## src/rtl/cpu8_pkg.sv

```systemverilog
// Shared definitions for the 8-bit ALU issue sequencer: widths, opcodes,
// FSM state encoding and instruction field layout.
package cpu8_pkg;

    localparam int unsigned DATA_W   = 8;
    localparam int unsigned NUM_REGS = 4;
    localparam int unsigned RADDR_W  = 2;
    localparam int unsigned PC_W     = 4;
    localparam int unsigned OP_W     = 3;
    localparam int unsigned INSTR_W  = 8;

    // Instruction field positions: [7:5] op, [4:3] dst, [2:1] src, [0] last
    localparam int unsigned OP_MSB   = 7;
    localparam int unsigned OP_LSB   = 5;
    localparam int unsigned DST_MSB  = 4;
    localparam int unsigned DST_LSB  = 3;
    localparam int unsigned SRC_MSB  = 2;
    localparam int unsigned SRC_LSB  = 1;
    localparam int unsigned LAST_BIT = 0;

    localparam logic [OP_W-1:0] OP_ADD = 3'b000;
    localparam logic [OP_W-1:0] OP_SUB = 3'b001;
    localparam logic [OP_W-1:0] OP_AND = 3'b010;
    localparam logic [OP_W-1:0] OP_OR  = 3'b011;
    localparam logic [OP_W-1:0] OP_XOR = 3'b100;
    localparam logic [OP_W-1:0] OP_MUL = 3'b101;
    localparam logic [OP_W-1:0] OP_DIV = 3'b110;
    localparam logic [OP_W-1:0] OP_EQ  = 3'b111;

    localparam logic [PC_W-1:0] PC_LAST = 4'hF;

    typedef enum logic [1:0] {
        ST_IDLE  = 2'b00,
        ST_FETCH = 2'b01,
        ST_EXEC  = 2'b10,
        ST_DONE  = 2'b11
    } state_e;

    typedef struct packed {
        logic [OP_W-1:0]    op;
        logic [RADDR_W-1:0] dst;
        logic [RADDR_W-1:0] src;
        logic               last;
    } instr_t;

    function automatic instr_t decode_instr(input logic [INSTR_W-1:0] raw);
        instr_t d;
        d.op   = raw[OP_MSB:OP_LSB];
        d.dst  = raw[DST_MSB:DST_LSB];
        d.src  = raw[SRC_MSB:SRC_LSB];
        d.last = raw[LAST_BIT];
        return d;
    endfunction

endpackage

```

## src/rtl/regfile_4x8.sv

```systemverilog
// Four 8-bit registers: one synchronous write port, two combinational
// operand read ports and a combinational debug read port.
module regfile_4x8
    import cpu8_pkg::*;
(
    input  logic               clk_i,
    input  logic               reset_i,
    input  logic               we_i,
    input  logic [RADDR_W-1:0] waddr_i,
    input  logic [DATA_W-1:0]  wdata_i,
    input  logic [RADDR_W-1:0] ra_addr_i,
    output logic [DATA_W-1:0]  ra_data_o,
    input  logic [RADDR_W-1:0] rb_addr_i,
    output logic [DATA_W-1:0]  rb_data_o,
    input  logic [RADDR_W-1:0] dbg_addr_i,
    output logic [DATA_W-1:0]  dbg_data_o
);

    logic [DATA_W-1:0] regs_q [NUM_REGS];

    // Reset has priority so a write coinciding with reset is dropped
    always_ff @(posedge clk_i) begin
        if (reset_i) begin
            for (int unsigned i = 0; i < NUM_REGS; i++) begin
                regs_q[RADDR_W'(i)] <= '0;
            end
        end else if (we_i) begin
            regs_q[waddr_i] <= wdata_i;
        end
    end

    assign ra_data_o  = regs_q[ra_addr_i];
    assign rb_data_o  = regs_q[rb_addr_i];
    assign dbg_data_o = regs_q[dbg_addr_i];

endmodule

```

## src/rtl/alu_issue_sequencer.sv

```systemverilog
// Fetches 8-bit instructions, issues them to an external ALU and writes results back.
// Optional ALU_ISSUE_DIV0_ABORT_EN: abort program on divide-by-zero and raise error.
module alu_issue_sequencer
    import cpu8_pkg::*;
(
    input  logic       clk,
    input  logic       reset,
    input  logic       start,
    input  logic       load_en,
    input  logic [1:0] load_addr,
    input  logic [7:0] load_data,
    output logic       instr_req,
    output logic [3:0] instr_addr,
    input  logic       instr_valid,
    input  logic [7:0] instr_data,
    output logic [2:0] opcode,
    output logic [7:0] alu_a,
    output logic [7:0] alu_b,
    input  logic [7:0] alu_result,
    input  logic       alu_carry,
    output logic       busy,
    output logic       done,
    output logic       carry_flag,
    output logic       error,
    input  logic [1:0] rd_addr,
    output logic [7:0] rd_data
);

    state_e              state_q, state_d;
    logic [PC_W-1:0]     pc_q, pc_d;
    instr_t              ir_q, ir_d;
    logic                carry_q, carry_d;
    logic                rf_we;
    logic [RADDR_W-1:0]  rf_waddr;
    logic [DATA_W-1:0]   rf_wdata;
    logic [DATA_W-1:0]   ra_data, rb_data;
    logic                div0;
    logic                in_exec;

    regfile_4x8 u_regfile (
        .clk_i      (clk),
        .reset_i    (reset),
        .we_i       (rf_we),
        .waddr_i    (rf_waddr),
        .wdata_i    (rf_wdata),
        .ra_addr_i  (ir_q.dst),
        .ra_data_o  (ra_data),
        .rb_addr_i  (ir_q.src),
        .rb_data_o  (rb_data),
        .dbg_addr_i (rd_addr),
        .dbg_data_o (rd_data)
    );

`ifdef ALU_ISSUE_DIV0_ABORT_EN
    logic error_q, error_d;
    assign div0 = (ir_q.op == OP_DIV) && (rb_data == '0);
`else
    assign div0 = 1'b0;
`endif

    always_ff @(posedge clk) begin
        if (reset) begin
            state_q <= ST_IDLE;
            pc_q    <= '0;
            ir_q    <= '0;
            carry_q <= 1'b0;
`ifdef ALU_ISSUE_DIV0_ABORT_EN
            error_q <= 1'b0;
`endif
        end else begin
            state_q <= state_d;
            pc_q    <= pc_d;
            ir_q    <= ir_d;
            carry_q <= carry_d;
`ifdef ALU_ISSUE_DIV0_ABORT_EN
            error_q <= error_d;
`endif
        end
    end

    // Next-state, PC/IR update and register-file write control
    always_comb begin
        state_d  = state_q;
        pc_d     = pc_q;
        ir_d     = ir_q;
        carry_d  = carry_q;
        rf_we    = 1'b0;
        rf_waddr = ir_q.dst;
        rf_wdata = alu_result;
`ifdef ALU_ISSUE_DIV0_ABORT_EN
        error_d  = error_q;
`endif
        case (state_q)
            ST_IDLE: begin
                if (start) begin
                    state_d = ST_FETCH;
                    pc_d    = '0;
`ifdef ALU_ISSUE_DIV0_ABORT_EN
                    error_d = 1'b0;
`endif
                end else if (load_en) begin
                    rf_we    = 1'b1;
                    rf_waddr = load_addr;
                    rf_wdata = load_data;
                end
            end
            ST_FETCH: begin
                if (instr_valid) begin
                    ir_d    = decode_instr(instr_data);
                    state_d = ST_EXEC;
                end
            end
            ST_EXEC: begin
                if (div0) begin
                    carry_d = 1'b1;
                    state_d = ST_DONE;
`ifdef ALU_ISSUE_DIV0_ABORT_EN
                    error_d = 1'b1;
`endif
                end else begin
                    rf_we   = 1'b1;
                    carry_d = alu_carry;
                    // PC saturates at the last address: a program never wraps
                    if (ir_q.last || (pc_q == PC_LAST)) begin
                        state_d = ST_DONE;
                    end else begin
                        pc_d    = pc_q + PC_W'(1);
                        state_d = ST_FETCH;
                    end
                end
            end
            ST_DONE: begin
                state_d = ST_IDLE;
            end
            default: begin
                state_d = ST_IDLE;
            end
        endcase
    end

    assign in_exec    = (state_q == ST_EXEC);
    assign busy       = (state_q != ST_IDLE);
    assign done       = (state_q == ST_DONE);
    assign instr_req  = (state_q == ST_FETCH);
    assign instr_addr = instr_req ? pc_q : '0;
    assign opcode     = in_exec ? ir_q.op : '0;
    assign alu_a      = in_exec ? ra_data : '0;
    assign alu_b      = in_exec ? rb_data : '0;
    assign carry_flag = carry_q;

`ifdef ALU_ISSUE_DIV0_ABORT_EN
    assign error = error_q;
`else
    assign error = 1'b0;
`endif

endmodule

```

## config.mk

```make
export PLATFORM = sky130hd
export DESIGN_NAME = alu_issue_sequencer
export DESIGN_NICKNAME = d
export VERILOG_FILES = /design/src/rtl/cpu8_pkg.sv /design/src/rtl/regfile_4x8.sv /design/src/rtl/alu_issue_sequencer.sv
export SDC_FILE = /design/constraint.sdc
export NUM_CORES = 1
export LEC_CHECK = 0
export CAP_MARGIN = 20
export CORE_ASPECT_RATIO = 0.7
export CORE_MARGIN = 1.5
export CORE_UTILIZATION = 42
export CTS_CLUSTER_DIAMETER = 50
export DETAILED_ROUTE_END_ITERATION = 7
export MAX_ROUTING_LAYER = met4
export PLACE_DENSITY = 0.68
export SETUP_SLACK_MARGIN = 0.1
export SYNTH_ARGS = -nofsm -noshare
export SYNTH_HDL_FRONTEND = slang
export SYNTH_SLANG_ARGS = --single-unit
```

## constraint.sdc

```tcl
create_clock -name clk -period 2.2 [get_ports clk]
set_input_delay 0.33 -clock clk [delete_from_list [all_inputs] [get_ports clk]]
set_output_delay 0.33 -clock clk [all_outputs]
set_load 0.05 [all_outputs]
```

# --- Word level (Yosys, flattened, before mapping) ---
# Memories as Yosys holds them, arrays and structs flattened. A register that Yosys moved wholly into a read port is not among the register bits.
# Index checks and enable logic that the tools add are counted.
word_totals:
  regBits: 15
  ram_bits: 32
  input_bits: 34
  out_inout_bits: 36
  elab_cells: 56
  n_memories: 1
mem_list:
  columns: ["name", "words", "width", "rd", "rd_ports_with_merged_regs", "write_ports", "line", "rtl"]
  rows:
  - ["u_regfile.regs_q", 4, 8, 3, 2, 4, "regfile_4x8.sv:19", "logic [DATA_W-1:0] regs_q [NUM_REGS];"]
classes:
  addsub: 1
  n_eq_ne: 7
  mux: 32
  reduce_logical: 8
op_table:
  columns: ["cell", "count"]
  rows:
  - ["8-bit two-way mux", 6]
  - ["2-bit two-way mux", 11]
  - ["4-bit two-way mux", 3]
  - ["1-bit two-way mux", 8]
  - ["2-bit case mux with 4 select lines", 1]
  - ["4-bit case mux with 2 select lines", 1]
  - ["8-bit OR reduction", 1]
  - ["4-bit by 1-bit adder with 4-bit output (second input constant)", 1]
  - ["2-bit equality test (second input constant)", 2]
  - ["4-bit equality test (second input constant)", 1]
  - ["2-bit != test (second input constant)", 2]
  - ["2-bit AND reduction", 2]
  - ["2-bit nonzero test", 2]
  - ["3-bit two-way mux", 1]
  - ["3-bit AND reduction", 1]
  - ["2-bit by 1-bit equality test with 1-bit output (second input constant)", 1]
  - ["2-bit logical NOT", 1]
  - ["2-bit by 1-bit != test with 1-bit output (second input constant)", 1]
  - ["1-bit case mux with 2 select lines", 1]
  - ["1-bit logical OR", 1]

# --- Longest topological paths before layout ---
logic_depth:
  word_depth: 8
  depth_mapped: 6
  mapped_depth_nobuf: 5

# --- Modules after synthesis ---
# Synthesis repeated with hierarchy kept, for this count alone.
hier_totals:
  hier_cells: 226
  area_unflattened_um2: 2889.0
by_module_without_submodules:
  columns: ["mod", "instances", "cells_each", "area_per_inst_um2", "seq_area_each_um2"]
  rows:
  - ["regfile_4x8", 1, 104, 1868.0, 960.9]
  - ["alu_issue_sequencer", 1, 122, 1021.0, 300.3]

# --- Worst setup path before layout ---
# No wires, ideal clock.
synth_timing:
  kind: "reg2out"
  from: "register state_q[0]"
  to: "output port instr_addr[0]"
  t_arrival_ns: 1.510
  required_ns: 1.870
  path_slack_ns: 0.360
  stages_incl_launch_ff: 6
  n_path_buf: 3
  path_cell_list: "dfxtp_1 -> buf_6 -> nor2b_1 -> buf_2 -> buf_2 -> and2_1"
synth_via:
  elab_chain_len: 2
synth_lines:
  columns: ["element", "line", "rtl"]
  rows:
  - ["start: declaration", "alu_issue_sequencer.sv:29", "state_e state_q, state_d;"]
  - ["start signal: assignment", "alu_issue_sequencer.sv:71", "state_q <= state_d;"]
  - ["2-bit by 1-bit equality test with 1-bit output", "alu_issue_sequencer.sv:144", "assign instr_req = (state_q == ST_FETCH);"]
  - ["named net instr_req", "alu_issue_sequencer.sv:12", "output logic instr_req,"]
  - ["4-bit two-way mux", "alu_issue_sequencer.sv:145", "assign instr_addr = instr_req ? pc_q : '0;"]
  - ["end: declaration", "alu_issue_sequencer.sv:13", "output logic [3:0] instr_addr,"]
# The timed path passes the listed nets, and every way through them passes these cells.

# --- Final worst setup path ---
layout_timing:
  from: "input port rd_addr[0]"
  to: "output port rd_data[2]"
layout_via:
  elab_chain_len: 1
layout_lines:
  columns: ["element", "line", "rtl"]
  rows:
  - ["start: declaration", "alu_issue_sequencer.sv:25", "input logic [1:0] rd_addr,"]
  - ["memory 4 x 8 bit", null, null]
  - ["end: declaration", "alu_issue_sequencer.sv:26", "output logic [7:0] rd_data"]
# Every way passes these cells.

==> results.yml <==
finish:
  diodes: 0
  final_core_util: 0.5967
  finish.net_count: 411
  fin_cells: 475
  nFillCells: 606
  final_cell_mix: "59 x nand3_1, 34 x clkdlybuf4s50_1, 33 x nand2_1"
  drive_above_1_share: 0.3024
  mostFrequentLayoutCell: "nand3_1"
  area_delta_synth_final_pct: 35.41
grt:
  grt_first_pass_wirelength_mm: 13.54
  grt_usage: 0.2189
  gr-total-overflow: 0
  grt_max_degree: 33
  grt_pass1_vias: 2547
  antenna_found_initial: 0
synth:
  synth_top_area_frac: 0.2953
  yosys.area_share.simple: 0.2272
  syn_inst: 311
  yosys.area_share.adder: 0.003845
  post-synth-top-area-cell: "edfxtp_1"
  synth_top_family_by_area: "simple AND/OR/NAND/NOR gates"
  avgSynthCellArea_sq_um: 10.46
  synth_compound_area_frac: 0.1223
  synth_area_leaders: "edfxtp_1 30%, mux4_2 17%, dfxtp_1 12%"
  seq_area_frac_synth: 0.4121
  ys_seq_elements: 51
  synthMuxAreaShare: 0.1757
  synth_area_sq_um: 3254
  yosys_warnings: 0
  ys_types: 33
  syn-num-nets: 346
  synth_xor_area_frac: 0
timing:
  setup_violations: 0
  max_slew.worst_pin.slew_ns: 0.6844
  fin_crit_sh: 0.9269
  grt_setup_unrepaired: "no"
  max_freq_mhz: 490.4
  slew_headroom: 0.5421
  fin_skew_ns: 0.007043
  whs_ns: 0.4620
  tns_ns: 0
  slew_viol_final: 0
  fin_crit_ns: 2.039
  finalHoldViolCount: 0
clocking:
  path_clk_slew_ns: 0.10
  worstSkewPairLatency_ns: 0.31
  cts_tree: "done"
  cts_sinks: 51
  h-tree-depth: 2
  cts_buffer_depth: 2
  ctsHoldBuffers: 0
  cts_buffers: 5
  cts-root-buf: "clkbuf_8"
routing:
  totalWireLength_mm: 8.218
  wl_per_cell_microns: 17.30
  vias: 2632
  viasPerCell: 5.541
  detail-route-antenna-nets: 0
  route.detailed.drc: 0
  dr.first_iter.drc_count: 256
  dr.pass1.iters: 4
place:
  io_buffer_count: 68
  dp_cells: 467
  hpwlAfterDp_mm: 6.291
  gp_congestion: 0.8248
die:
  fp.dieW_microns: 108.2
  num_rows: 26
  fp.dieH_microns: 76.65
  die_area_sq_um: 8294
  core_sq_um: 7385
  io_pins: 70
  start_util: 0.4407
worst_setup_path:
  cp_num_buf_inv: 3
  crit_family: "buffers and inverters"
  worstPathRequired_ns: 1.87
  worst_setup_path_end_kind: "output port"
  critPathArrivalTime_ns: 1.71
  slowest_delay_ns: 0.51
  path_cells: "clkdlybuf4s50_1 -> buf_12 -> mux4_2 -> buf_4"
  cp-start-kind: "input pin"
  cpMaxStageDelayCell: "clkdlybuf4s50_1"
  worstSetupPathType: "in2out"
  cp_max_fo: 8
power:
  ir_drop_uv: 258.0
  p_per_area_nw_per_um2: 513.2
  power_frac_seq: 0.489
  clockPowerShare: 0.287
  intPower_mw: 1.622
  p_leak_nw: 1.499
  comb_power_share: 0.224
  switching_share: 0.2830
  p_switching_mw: 0.6401
run_status:
  status: "finished clean"
min_path:
  hp-class: "reg2reg"
run:
  maxCapViolations: 0
==> worst reg2reg max path, stage by stage, from the launching register on <==
cell	delay [ns]
dfxtp_2	0.40
nor4b_4	0.51
buf_4	0.35
nand3_1	0.11
a21oi_1	0.20
==> per-layer routing <==
metal	GRT usage	part of all wire	vias to the layer above	wire length [microns]
met2	0.2981	0.43	94	3572
li1	-	-	1277	-
met5	-	0	-	0
met3	0.04192	0.075	4	619
met1	0.3355	0.48	1257	3983
met4	0.04868	0.0052	0	43
==> synth_stat cells <==
| master | instances |
|---|---|
| mux2_2 | 1 |
| buf_6 | 3 |
| edfxtp_1 | 32 |
| mux2i_1 | 2 |
| o21bai_1 | 4 |
| o21ai_2 | 1 |
| nor2b_1 | 9 |
| clkbuf_1 | 5 |
| o21ai_0 | 3 |
| a21oi_1 | 27 |
| nor2_1 | 3 |
| and2_1 | 24 |
| dfxtp_1 | 19 |
| buf_4 | 1 |
| nand3_1 | 59 |
| mux4_2 | 24 |
| nand3b_1 | 1 |
| a31oi_1 | 4 |
| buf_2 | 12 |
| nand2_1 | 33 |
| or4b_1 | 1 |
| nor3_1 | 2 |
| conb_1 | 1 |
| buf_1 | 6 |
| and2b_1 | 1 |
| nand2b_1 | 4 |
| a21oi_2 | 21 |
| nor2_2 | 1 |
| ha_1 | 1 |
| nand4_1 | 1 |
| or2_2 | 1 |
| nor4b_4 | 1 |
| buf_8 | 3 |
==> worst paths after layout <==
| kind | start | endpoint | slack, ns | depth (start not counted) |
|---|---|---|---|---|
| setup / recovery | rd_addr[0] | rd_data[2] | 0.16 | 4 |
| hold / removal | ir_q[5]$_SDFFE_PP0P_ | ir_q[5]$_SDFFE_PP0P_ | 0.46 | 2 |
| setup reg to reg | state_q[0]$_SDFFE_PP0P_ | u_regfile.regs_q[0][6]$_SDFFCE_PN0P_ | 0.45 | 4 |
| hold reg to reg | ir_q[5]$_SDFFE_PP0P_ | ir_q[5]$_SDFFE_PP0P_ | 0.46 | 2 |
==> kinds of logic after synthesis <==
kind of cell | count (synthesis)
flops | 51
other cells | 1
mux | 27
buf+inv | 30
fa+ha+maj | 1
compound gates | 60
simple gates | 141
==> registers in the layout, summed over array words and instances (netlist names), named ones only <==
name and flops:
u_regfile.regs_q 32, ir_q 8, pc_q 4, state_q 2
carry_flag 1
==> per-stage QoR <==
stage | cell area [sq um] | total power [mW] | setup WS (ns)
floorplan | 3254 | 1.430 | 0.3596
global placement | 4280 | 1.622 | 0.08766
detailed placement | 4280 | 1.633 | 0.07815
CTS | 4398 | 2.274 | 0.1284
global route | 4407 | 2.354 | 0.1237
finish | 4407 | 2.262 | 0.1608
==> area by class of cell <==
| cell class | instances | area, sq um | area share |
|---|---|---|---|
| Timing Repair Buffer | 88 | 1091 | 0.2476 |
| Sequential cell | 51 | 1344 | 0.3049 |
| Tap cell | 98 | 122.6 | 0.02783 |
| Multi-Input combinational cell | 230 | 1733 | 0.3932 |
| Clock inverter | 1 | 8.758 | 0.001988 |
| Clock buffer | 7 | 107.6 | 0.02442 |
==> repair_timing <==
| item | 4_1_cts | 5_1_grt |
|---|---|---|
| setup endpoints to repair | 3 | 17 |
| resized for setup | 1 | 3 |
| setup buffers | 0 | 0 |
==> power by group through the flow <==
stage               clock network, mW  registers (mW)  logic, mW
finish                          0.649            1.11      0.506
global route                    0.698            1.11      0.543
CTS                             0.662            1.10      0.507
detailed placement                  0            1.13      0.506
global placement                    0            1.12      0.500
floorplan                           0            1.10      0.330
Note: power is estimated with default switching activity, not from simulation.
